===== src/rtl/multiword_adder_ctrl_if.sv =====
// Handshake and adder-side signal bundle for multiword_adder_ctrl.
// MWADD_SUB_EN adds the sub_i operand qualifier.
interface multiword_adder_ctrl_if #(
  parameter int DATASIZE = 8,
  parameter int NBWORDS  = 4
);
  localparam int W = DATASIZE * NBWORDS;

  logic                in_valid_i;
  logic                in_ready_o;
  logic [W-1:0]        op_a_i;
  logic [W-1:0]        op_b_i;
  logic                carry_in_i;
`ifdef MWADD_SUB_EN
  logic                sub_i;
`endif
  logic [DATASIZE-1:0] add_a_o;
  logic [DATASIZE-1:0] add_b_o;
  logic                add_carry_o;
  logic [DATASIZE-1:0] add_result_i;
  logic                add_carry_i;
  logic                out_valid_o;
  logic                out_ready_i;
  logic [W-1:0]        sum_o;
  logic                carry_o;

`ifdef MWADD_SUB_EN
  modport slave (
    input  in_valid_i, op_a_i, op_b_i, carry_in_i, sub_i,
           add_result_i, add_carry_i, out_ready_i,
    output in_ready_o, add_a_o, add_b_o, add_carry_o,
           out_valid_o, sum_o, carry_o
  );
  modport master (
    output in_valid_i, op_a_i, op_b_i, carry_in_i, sub_i,
           add_result_i, add_carry_i, out_ready_i,
    input  in_ready_o, add_a_o, add_b_o, add_carry_o,
           out_valid_o, sum_o, carry_o
  );
`else
  modport slave (
    input  in_valid_i, op_a_i, op_b_i, carry_in_i,
           add_result_i, add_carry_i, out_ready_i,
    output in_ready_o, add_a_o, add_b_o, add_carry_o,
           out_valid_o, sum_o, carry_o
  );
  modport master (
    output in_valid_i, op_a_i, op_b_i, carry_in_i,
           add_result_i, add_carry_i, out_ready_i,
    input  in_ready_o, add_a_o, add_b_o, add_carry_o,
           out_valid_o, sum_o, carry_o
  );
`endif
endinterface


===== src/rtl/multiword_adder_ctrl.sv =====
// Word-serial controller driving an external DATASIZE-bit adder, LSW first,
// with valid/ready on both sides. Define MWADD_SUB_EN to enable subtraction.
module multiword_adder_ctrl #(
  parameter int DATASIZE = 8,
  parameter int NBWORDS  = 4
) (
  input logic                    clk_i,
  input logic                    rst_i,
  multiword_adder_ctrl_if.slave  bus
);
  localparam int W     = DATASIZE * NBWORDS;
  localparam int IDX_W = (NBWORDS > 1) ? $clog2(NBWORDS) : 1;

  typedef enum logic [1:0] {IDLE, RUN, DONE} state_t;

  state_t              state, state_next;
  logic [IDX_W-1:0]    idx;
  logic [W-1:0]        op_a_q, op_b_q;
  logic [W-1:0]        work_q, work_next;
  logic [W-1:0]        sum_q;
  logic                carry_q;
  logic                cout_q;
  logic                last_word;
  logic                accept;
  logic                init_carry;
  logic [DATASIZE-1:0] b_word;
`ifdef MWADD_SUB_EN
  logic                sub_q;
`endif

  assign last_word = (idx == IDX_W'(NBWORDS - 1));
  assign accept    = (state == IDLE) && bus.in_valid_i;

  // Subtraction is A + ~B + 1, so the inverted word and forced carry-in are all it takes.
`ifdef MWADD_SUB_EN
  assign init_carry = bus.sub_i ? 1'b1 : bus.carry_in_i;
  assign b_word     = sub_q ? ~op_b_q[int'(idx)*DATASIZE +: DATASIZE]
                            :  op_b_q[int'(idx)*DATASIZE +: DATASIZE];
`else
  assign init_carry = bus.carry_in_i;
  assign b_word     = op_b_q[int'(idx)*DATASIZE +: DATASIZE];
`endif

  // NOTE: sequential state uses non-blocking assignments so every register
  // samples pre-edge values regardless of process ordering.
  always_ff @(posedge clk_i or posedge rst_i) begin
    if (rst_i) state <= IDLE;
    else       state <= state_next;
  end

  // NOTE: every combinational output gets a default first so no path infers a latch.
  always_comb begin
    state_next = state;
    unique case (state)
      IDLE:    if (bus.in_valid_i)  state_next = RUN;
      RUN:     if (last_word)       state_next = DONE;
      DONE:    if (bus.out_ready_i) state_next = IDLE;
      default:                      state_next = IDLE;
    endcase
  end

  always_comb begin
    bus.in_ready_o  = (state == IDLE) && !rst_i;
    bus.out_valid_o = (state == DONE);
    bus.add_a_o     = '0;
    bus.add_b_o     = '0;
    bus.add_carry_o = 1'b0;
    if (state == RUN) begin
      bus.add_a_o     = op_a_q[int'(idx)*DATASIZE +: DATASIZE];
      bus.add_b_o     = b_word;
      bus.add_carry_o = carry_q;
    end
  end

  // Partial sums accumulate in work_q; sum_q only changes on entry to DONE,
  // so the visible result holds until the next operation completes.
  always_comb begin
    work_next = work_q;
    work_next[int'(idx)*DATASIZE +: DATASIZE] = bus.add_result_i;
  end

  // NOTE: the operand and result registers are reset too; the register file is
  // tiny and a reset-abort must leave every output at its reset value.
  always_ff @(posedge clk_i or posedge rst_i) begin
    if (rst_i) begin
      op_a_q  <= '0;
      op_b_q  <= '0;
      work_q  <= '0;
      sum_q   <= '0;
      carry_q <= 1'b0;
      cout_q  <= 1'b0;
      idx     <= '0;
`ifdef MWADD_SUB_EN
      sub_q   <= 1'b0;
`endif
    end else if (accept) begin
      op_a_q  <= bus.op_a_i;
      op_b_q  <= bus.op_b_i;
      carry_q <= init_carry;
      idx     <= '0;
`ifdef MWADD_SUB_EN
      sub_q   <= bus.sub_i;
`endif
    end else if (state == RUN) begin
      work_q  <= work_next;
      carry_q <= bus.add_carry_i;
      if (last_word) begin
        idx    <= '0;
        sum_q  <= work_next;
        cout_q <= bus.add_carry_i;
      end else begin
        idx <= idx + IDX_W'(1);
      end
    end
  end

  assign bus.sum_o   = sum_q;
  assign bus.carry_o = cout_q;

endmodule

===== src/flat_wrapper.sv =====
// flat-port wrapper written by rule: the top's interface ports become plain ports
module multiword_adder_ctrl_flat 
#(
  parameter int DATASIZE = 8,
  parameter int NBWORDS  = 4
)
  (clk_i, rst_i, bus_in_valid_i, bus_op_a_i, bus_op_b_i, bus_carry_in_i, bus_add_result_i, bus_add_carry_i, bus_out_ready_i, bus_in_ready_o, bus_add_a_o, bus_add_b_o, bus_add_carry_o, bus_out_valid_o, bus_sum_o, bus_carry_o);
  multiword_adder_ctrl_if #(.DATASIZE(DATASIZE), .NBWORDS(NBWORDS)) bus_i ();
  input logic clk_i;
  input logic rst_i;
  input wire logic [$bits(bus_i.in_valid_i)-1:0] bus_in_valid_i;
  input wire logic [$bits(bus_i.op_a_i)-1:0] bus_op_a_i;
  input wire logic [$bits(bus_i.op_b_i)-1:0] bus_op_b_i;
  input wire logic [$bits(bus_i.carry_in_i)-1:0] bus_carry_in_i;
  input wire logic [$bits(bus_i.add_result_i)-1:0] bus_add_result_i;
  input wire logic [$bits(bus_i.add_carry_i)-1:0] bus_add_carry_i;
  input wire logic [$bits(bus_i.out_ready_i)-1:0] bus_out_ready_i;
  output wire logic [$bits(bus_i.in_ready_o)-1:0] bus_in_ready_o;
  output wire logic [$bits(bus_i.add_a_o)-1:0] bus_add_a_o;
  output wire logic [$bits(bus_i.add_b_o)-1:0] bus_add_b_o;
  output wire logic [$bits(bus_i.add_carry_o)-1:0] bus_add_carry_o;
  output wire logic [$bits(bus_i.out_valid_o)-1:0] bus_out_valid_o;
  output wire logic [$bits(bus_i.sum_o)-1:0] bus_sum_o;
  output wire logic [$bits(bus_i.carry_o)-1:0] bus_carry_o;
  assign bus_i.in_valid_i = bus_in_valid_i;
  assign bus_i.op_a_i = bus_op_a_i;
  assign bus_i.op_b_i = bus_op_b_i;
  assign bus_i.carry_in_i = bus_carry_in_i;
  assign bus_i.add_result_i = bus_add_result_i;
  assign bus_i.add_carry_i = bus_add_carry_i;
  assign bus_i.out_ready_i = bus_out_ready_i;
  assign bus_in_ready_o = bus_i.in_ready_o;
  assign bus_add_a_o = bus_i.add_a_o;
  assign bus_add_b_o = bus_i.add_b_o;
  assign bus_add_carry_o = bus_i.add_carry_o;
  assign bus_out_valid_o = bus_i.out_valid_o;
  assign bus_sum_o = bus_i.sum_o;
  assign bus_carry_o = bus_i.carry_o;
  multiword_adder_ctrl #(.DATASIZE(DATASIZE), .NBWORDS(NBWORDS)) u_core (.clk_i(clk_i), .rst_i(rst_i), .bus(bus_i));
endmodule

===== config.mk =====
export PLATFORM = sky130hd
export DESIGN_NAME = multiword_adder_ctrl_flat
export DESIGN_NICKNAME = d
export VERILOG_FILES = /design/src/rtl/multiword_adder_ctrl_if.sv /design/src/rtl/multiword_adder_ctrl.sv /design/src/flat_wrapper.sv
export SDC_FILE = /design/constraint.sdc
export NUM_CORES = 1
export LEC_CHECK = 0
export CORE_MARGIN = 5
export CORE_UTILIZATION = 51
export DETAILED_ROUTE_END_ITERATION = 8
export PLACE_DENSITY = 0.82
export SKIP_CTS_REPAIR_TIMING = 1
export SLEW_MARGIN = 20
export SYNTH_ARGS = -nofsm -noshare
export SYNTH_HDL_FRONTEND = slang
export SYNTH_SLANG_ARGS = --single-unit

===== constraint.sdc =====
create_clock -name clk_i -period 5.2 [get_ports clk_i]
set_input_delay 1.04 -clock clk_i [delete_from_list [all_inputs] [get_ports clk_i]]
set_output_delay 1.04 -clock clk_i [all_outputs]
set_load 0.02 [all_outputs]

==> results of run 1 <==
synth_stat cells:
library cell / count
nand3_1: 2
a22o_1: 8
nor2b_1: 10
a21oi_1: 40
o31ai_1: 18
and3b_1: 3
buf_4: 2
nand2_1: 221
buf_6: 5
nor3_1: 1
nand4_1: 1
a32oi_1: 24
a22oi_1: 1
nor4bb_1: 1
nand3b_1: 2
and3_1: 1
mux4_2: 16
nand2b_1: 2
and2_1: 18
nor3b_2: 1
buf_2: 17
clkbuf_1: 13
nor2_2: 1
buf_1: 5
o2bb2ai_1: 8
dfrtp_1: 134
inv_1: 7
a21o_1: 1
mux2_2: 1
nor2_1: 32
ha_1: 6
o21ai_0: 1
or3b_1: 1
metal layers:
layer,routed length (um),up-vias,share of wire
li1,-,2272,-
met1,6100,2337,0.40
met2,7380,219,0.49
met3,1350,31,0.089
met4,320,0,0.021
met5,0,-,0
logic make-up after synthesis:
family	count (synthesis)	share of synthesized area
AOI/OAI and AO/OA	101	0.118
adders and majority gates	6	0.0125
buffers and inverters	49	0.0417
DFF	134	0.559
muxes	17	0.0619
and+or+nand+nor	297	0.207
flip-flops by register name (all words and copies together), names as in the netlist:
name                cells
u_core.op_a_q          32
u_core.carry_q          1
u_core.bus.sum_o       32
u_core.idx              2
u_core.state            2
u_core.work_q          32
u_core.op_b_q          32
u_core.bus.carry_o      1
cell type report:
type | count | area [sq um] | area share
Clock buffer | 19 | 453 | 0.0572
Clock inverter | 13 | 155 | 0.0196
Inverter | 7 | 28.8 | 0.00363
Multi-Input combinational cell | 421 | 2410 | 0.305
Sequential cell | 134 | 3350 | 0.423
Tap cell | 143 | 179 | 0.0226
Timing Repair Buffer | 135 | 1340 | 0.169
worst register-to-register path, delay by kind of cell, from the launching register on:
kind,cells,cell delay [ns]
compound gates,1,0.30
fa+ha+maj,1,0.43
buf+inv,1,0.24
flops,1,0.94
simple gates,2,0.88
stage by stage:
step	std cells	total power, mW	utilization	setup slack [ns]	hold slack (ns)
after floorplan	604	3.31	-	0.577	0.440
after global placement	840	4.05	0.637	1.86	0.454
after detailed placement	840	4.15	0.637	1.85	0.461
after CTS	872	5.40	0.690	1.35	0.475
after global routing	872	5.72	0.691	1.25	0.498
final	872	5.38	0.691	1.40	0.473
power groups by stage:
stage	clock network (mW)	logic (mW)	registers, mW
after floorplan	0	1.41	1.90
after global placement	0	2.22	1.83
after detailed placement	0	2.29	1.86
after CTS	1.23	2.32	1.85
after global routing	1.29	2.52	1.91
final	1.22	2.31	1.85
worst min path at each step:
stage	from	to	slack [ns]	cells after the start
after CTS	u_core.op_a_q[18]	u_core.op_a_q[18]	0.47	2
after detailed placement	u_core.op_a_q[22]	u_core.op_a_q[22]	0.46	2
after global placement	u_core.op_b_q[16]	u_core.op_b_q[16]	0.45	2
final	u_core.op_a_q[18]	u_core.op_a_q[18]	0.47	2
after global routing	u_core.op_a_q[7]	u_core.op_a_q[7]	0.50	2
after floorplan	u_core.op_a_q[16]	u_core.op_a_q[16]	0.44	2
==> results.ini, run 1 <==
[routing]
firstDrtPassIters=5
viasPerCell=5.57
wl_um=15100
drc=0
num_vias=4859
first_iter_violations=372
antenna_left=0
post_drt_wl_per_cell_um=17.4

[yosys]
ys_top_cells_by_area=dfrtp_1, nand2_1, mux4_2, a32oi_1, a21oi_1
synth_fp_nets=688
netlist_area_sq_um=6000
synthCells=604
ys_seq_area_frac=0.559
syn_area_per_cell_sq_um=9.93
synth_area_leader_cell=dfrtp_1
ys_seq_elements=134
synth.distinct_cells=33
synth_top_area_share=0.559
synth_warnings=0

[clocking]
h-tree-depth=4
clock-sinks=134
tritoncts=yes
worstSkewPairLatency_ns=0.41
clock_path_buffers=2
clockRootBuffer=clkbuf_16
clkTransAtPathRegs_ns=0.06
cts_buffers=17

[finish]
layout_commonest_cell=nand2_1
finalInstanceArea_sq_um=7920
fin_nets=800
insertedDiodeCount=0
syn2layout_area_growth_pct=32.0
layout_common_cells=nand2_1, dfrtp_1, clkdlybuf4s50_1
fillers=820
drive_above_1_share=0.0837

[grt]
use_met1=0.274
grt_usage=0.220
grt_pass1_wl_um=24900
antenna_found_initial=0
grt_max_degree=77
use_met3=0.0812
grt_pass1_vias=4986
overflow=0
grt_use_met2=0.354
grt.busiest_layer=met2

[timing]
drv_slew=0
fin_crit_sh=0.730
maxSlewHeadroom=0.350
setup_viol=0
rsz0062_at_grt=false
worstMarginPinSlew_ns=0.970
worst_clock_skew_ns=0.00574
clock.fmax_mhz=263
finalHoldViolations=0
period_minus_slack_ns=3.80
tns_ns=0

[pwr]
power_frac_comb=0.429
p_clk_frac=0.227
p_switching_mw=2.04
leakage_nw=3.60
p_seq_frac=0.344
p_sw_frac=0.379
p_per_area_nw_per_um2=679
p_int_mw=3.34
max-vdd-ir-drop_mv=0.375

[status]
outcome=finished clean

[critical_path]
cpPeakStageDelay_ns=0.63
critPathCapture=bus_add_b_o[7]
cp-end-kind=output pin
crit_start=u_core.idx[0]
cpMaxStageDelayCell=dfrtp_1
cp_num_buf_inv=2
crit_cells=4
critical_path_arrival_ns=2.76
r2r-start=u_core.idx[1]
crit_type=reg2out
r2r_cells=5
worst_setup_path_start_kind=register
crit_required_ns=4.16
worstPathMaxFanout=20
r2r_end=u_core.work_q[27]
crit_family=buffers and inverters
worstPathCellList=buf_4 > mux4_2 > and2_1 > clkdlybuf4s50_1
ff2ff_setup_slack_ns=2.31

[run]
cap_viol_max_count=0

[placement]
dpl_cell_area_sq_um=7300
io_buffers=129
hpwl_um=10100
gp_congestion=0.813

[hold_path]
hp-class=reg2reg

[floorplan]
core_sq_um=11500
rows=39
die_y_um=118
initial_core_util=0.523
boundaryPins=130
die_w_um=118
die_area_sq_um=14000

Note: power is estimated with default switching activity, not from simulation.
==> run 2, diff against run 1 <==
CORE_UTILIZATION = 46   (was 51)
PLACE_DENSITY = 0.78   (was 0.82)
clock period = 3.1 ns   (was 5.2 ns; I/O delays follow)
==> run 2 against run 1 <==
Cell area is 1.5% higher; register-to-register slack worse by 1.6 ns; clock-buffer cell count shrank 1; critical path depth unchanged; via count is 0.47% higher; sequential cell count is the same; die area up 9.9%; wire length down 1.5%; critical path type unchanged; critical endpoint is now bus_add_b_o[6]; largest cell class unchanged.
==> results.ini, run 2 (same netlist as run 1, synthesis figures left out) <==
[clocking]
tritoncts=yes  ; unchanged
clockRootBuffer=clkbuf_16  ; unchanged
cts_buffers=17  ; unchanged
worstSkewPairLatency_ns=0.42  ; was 0.41 ns
clkTransAtPathRegs_ns=0.06  ; about the same
clock_path_buffers=2  ; unchanged
clock-sinks=134  ; unchanged
h-tree-depth=4  ; unchanged

[timing]
maxSlewHeadroom=0.528  ; was 0.350
clock.fmax_mhz=341
worst_clock_skew_ns=0.00513  ; was 0.00574 ns
rsz0062_at_grt=false  ; unchanged
holdWs_ns=0.468  ; was 0.473 ns
drv_slew=0  ; unchanged
worstMarginPinSlew_ns=0.706  ; was 0.970 ns
setup_viol=0  ; unchanged
finalHoldViolations=0  ; unchanged
tns_ns=0  ; unchanged
period_minus_slack_ns=2.93
fin_crit_sh=0.946

[critical_path]
worstPathCellList=buf_4 > mux4_2 > and2_1 > clkdlybuf4s50_1  ; unchanged
worst_setup_path_start_kind=register  ; unchanged
cp-end-kind=output pin  ; unchanged
worstPathMaxFanout=18  ; was 20
crit_type=reg2out  ; unchanged
cpPeakStageDelay_ns=0.55  ; was 0.63 ns
cpMaxStageDelayCell=clkdlybuf4s50_1  ; was dfrtp_1
crit_required_ns=2.48  ; was 4.16 ns
critical_path_arrival_ns=2.31  ; was 2.76 ns

[finish]
insertedDiodeCount=0  ; unchanged
seqCellArea_sq_um=3350  ; unchanged
fin_nets=809  ; was 800
layout_commonest_cell=nand2_1  ; unchanged
syn2layout_area_growth_pct=34.0  ; was 32.0%
final_core_util=0.632  ; was 0.691
fillers=1067  ; was 820
drive_above_1_share=0.0949  ; was 0.0837
multi_input_area_sq_um=2410  ; about the same
layout_common_cells=nand2_1, dfrtp_1, clkdlybuf4s50_1  ; unchanged

[pwr]
max-vdd-ir-drop_mv=0.532  ; was 0.375 mV
p_per_area_nw_per_um2=1120  ; was 679 nW/um^2
p_clk_frac=0.220  ; was 0.227
p_switching_mw=3.43  ; was 2.04 mW
p_seq_frac=0.333  ; was 0.344
leakage_nw=3.63  ; was 3.60 nW
p_sw_frac=0.381  ; was 0.379
power_frac_comb=0.447  ; was 0.429
p_int_mw=5.58  ; was 3.34 mW

[hold_path]
hp-class=reg2reg  ; unchanged

[grt]
grt_usage=0.202  ; was 0.220
antenna_found_initial=0  ; unchanged
grt_pass1_wl_um=25500  ; was 24900 um
grt_pass1_vias=5157  ; was 4986
grt_max_degree=59  ; was 77
overflow=0  ; unchanged

[routing]
firstDrtPassIters=4  ; was 5
antenna_left=0  ; unchanged
first_iter_violations=281  ; was 372
viasPerCell=5.36  ; was 5.57
wl_um=14900  ; was 15100 um
post_drt_wl_per_cell_um=16.4  ; was 17.4 um
drc=0  ; unchanged
num_vias=4882  ; was 4859

[status]
outcome=finished clean  ; unchanged

[floorplan]
die_area_sq_um=15400  ; was 14000 sq um
die_w_um=124  ; was 118 um
die_y_um=124  ; was 118 um
core_sq_um=12700  ; was 11500 sq um
initial_core_util=0.472  ; was 0.523
boundaryPins=130  ; unchanged
rows=41  ; was 39

[placement]
hpwl_um=10400  ; was 10100 um
io_buffers=129  ; unchanged
gp_congestion=0.811  ; was 0.813

[run]
cap_viol_max_count=0  ; unchanged

run 2: cell count changes in the layout (fill, tap and decap cells not counted), moves of 2 or more:
cell        before  now
clkinv_2         5    1
buf_12           0    3
clkinvlp_4       3    7
buf_4            6   12
clkinv_4         2    4
run 2: worst paths after layout:
path | startpoint | slack (ns) | cells past startpoint | to
max in group asynchronous | rst_i | 1.65 | 3 | u_core.op_b_q[21]
max reg2reg | u_core.idx[0] | 0.76 | 7 | u_core.work_q[0]
min | u_core.op_a_q[22] | 0.47 | 2 | u_core.op_a_q[22]
min reg2reg | u_core.op_a_q[22] | 0.47 | 2 | u_core.op_a_q[22]
min in group asynchronous | rst_i | 0.70 | 2 | u_core.work_q[13]
max | u_core.idx[0] | 0.17 | 4 | bus_add_b_o[6]
run 2: final cells by class:
cell class / count / area share
clock buffer: 18 / 0.0546
clock inverter: 14 / 0.0191
inverter: 7 / 0.00374
multi-input combinational: 421 / 0.299
sequential: 134 / 0.417
tap: 172 / 0.0268
timing repair buffer: 144 / 0.179
run 2: routing by layer:
metal	vias up	part of all wire	global-route usage
met1	2363	0.41	0.255
met2	198	0.49	0.328
met5	-	0	0
li1	2289	-	-
met3	32	0.076	0.0648
met4	0	0.019	0.0735
run 2: critical path, delay by kind of cell, from the launching register on:
| family | cells | cell delay, ns |
|---|---|---|
| flops | 1 | 0.35 |
| buf+inv | 2 | 0.83 |
| simple gates | 1 | 0.17 |
| mux | 1 | 0.54 |
run 2: power groups by stage:
stage / Sequential [mW] / Clock (mW) / Combinational, mW
floorplan: 3.19 / 0 / 2.37
detailed placement: 3.01 / 0 / 4.04
global placement: 2.97 / 0 / 3.94
finish: 3.00 / 1.98 / 4.03
CTS: 3.00 / 2.02 / 4.07
global route: 3.09 / 2.10 / 4.45
run 2: through the flow:
step	cells	area [sq um]	setup slack (ns)	power, mW
floorplan	604	6000	0.815	5.56
global placement	878	7450	0.622	6.91
detailed placement	878	7450	0.560	7.05
CTS	910	8040	0.139	9.09
global route	910	8040	0.0449	9.64
finish	910	8040	0.168	9.01
==> run 3, diff against run 2 <==
SLEW_MARGIN = not set   (was 20)
==> results of run 3 <==
No change in the layout: final DEF, timing and power equal those of run 2.
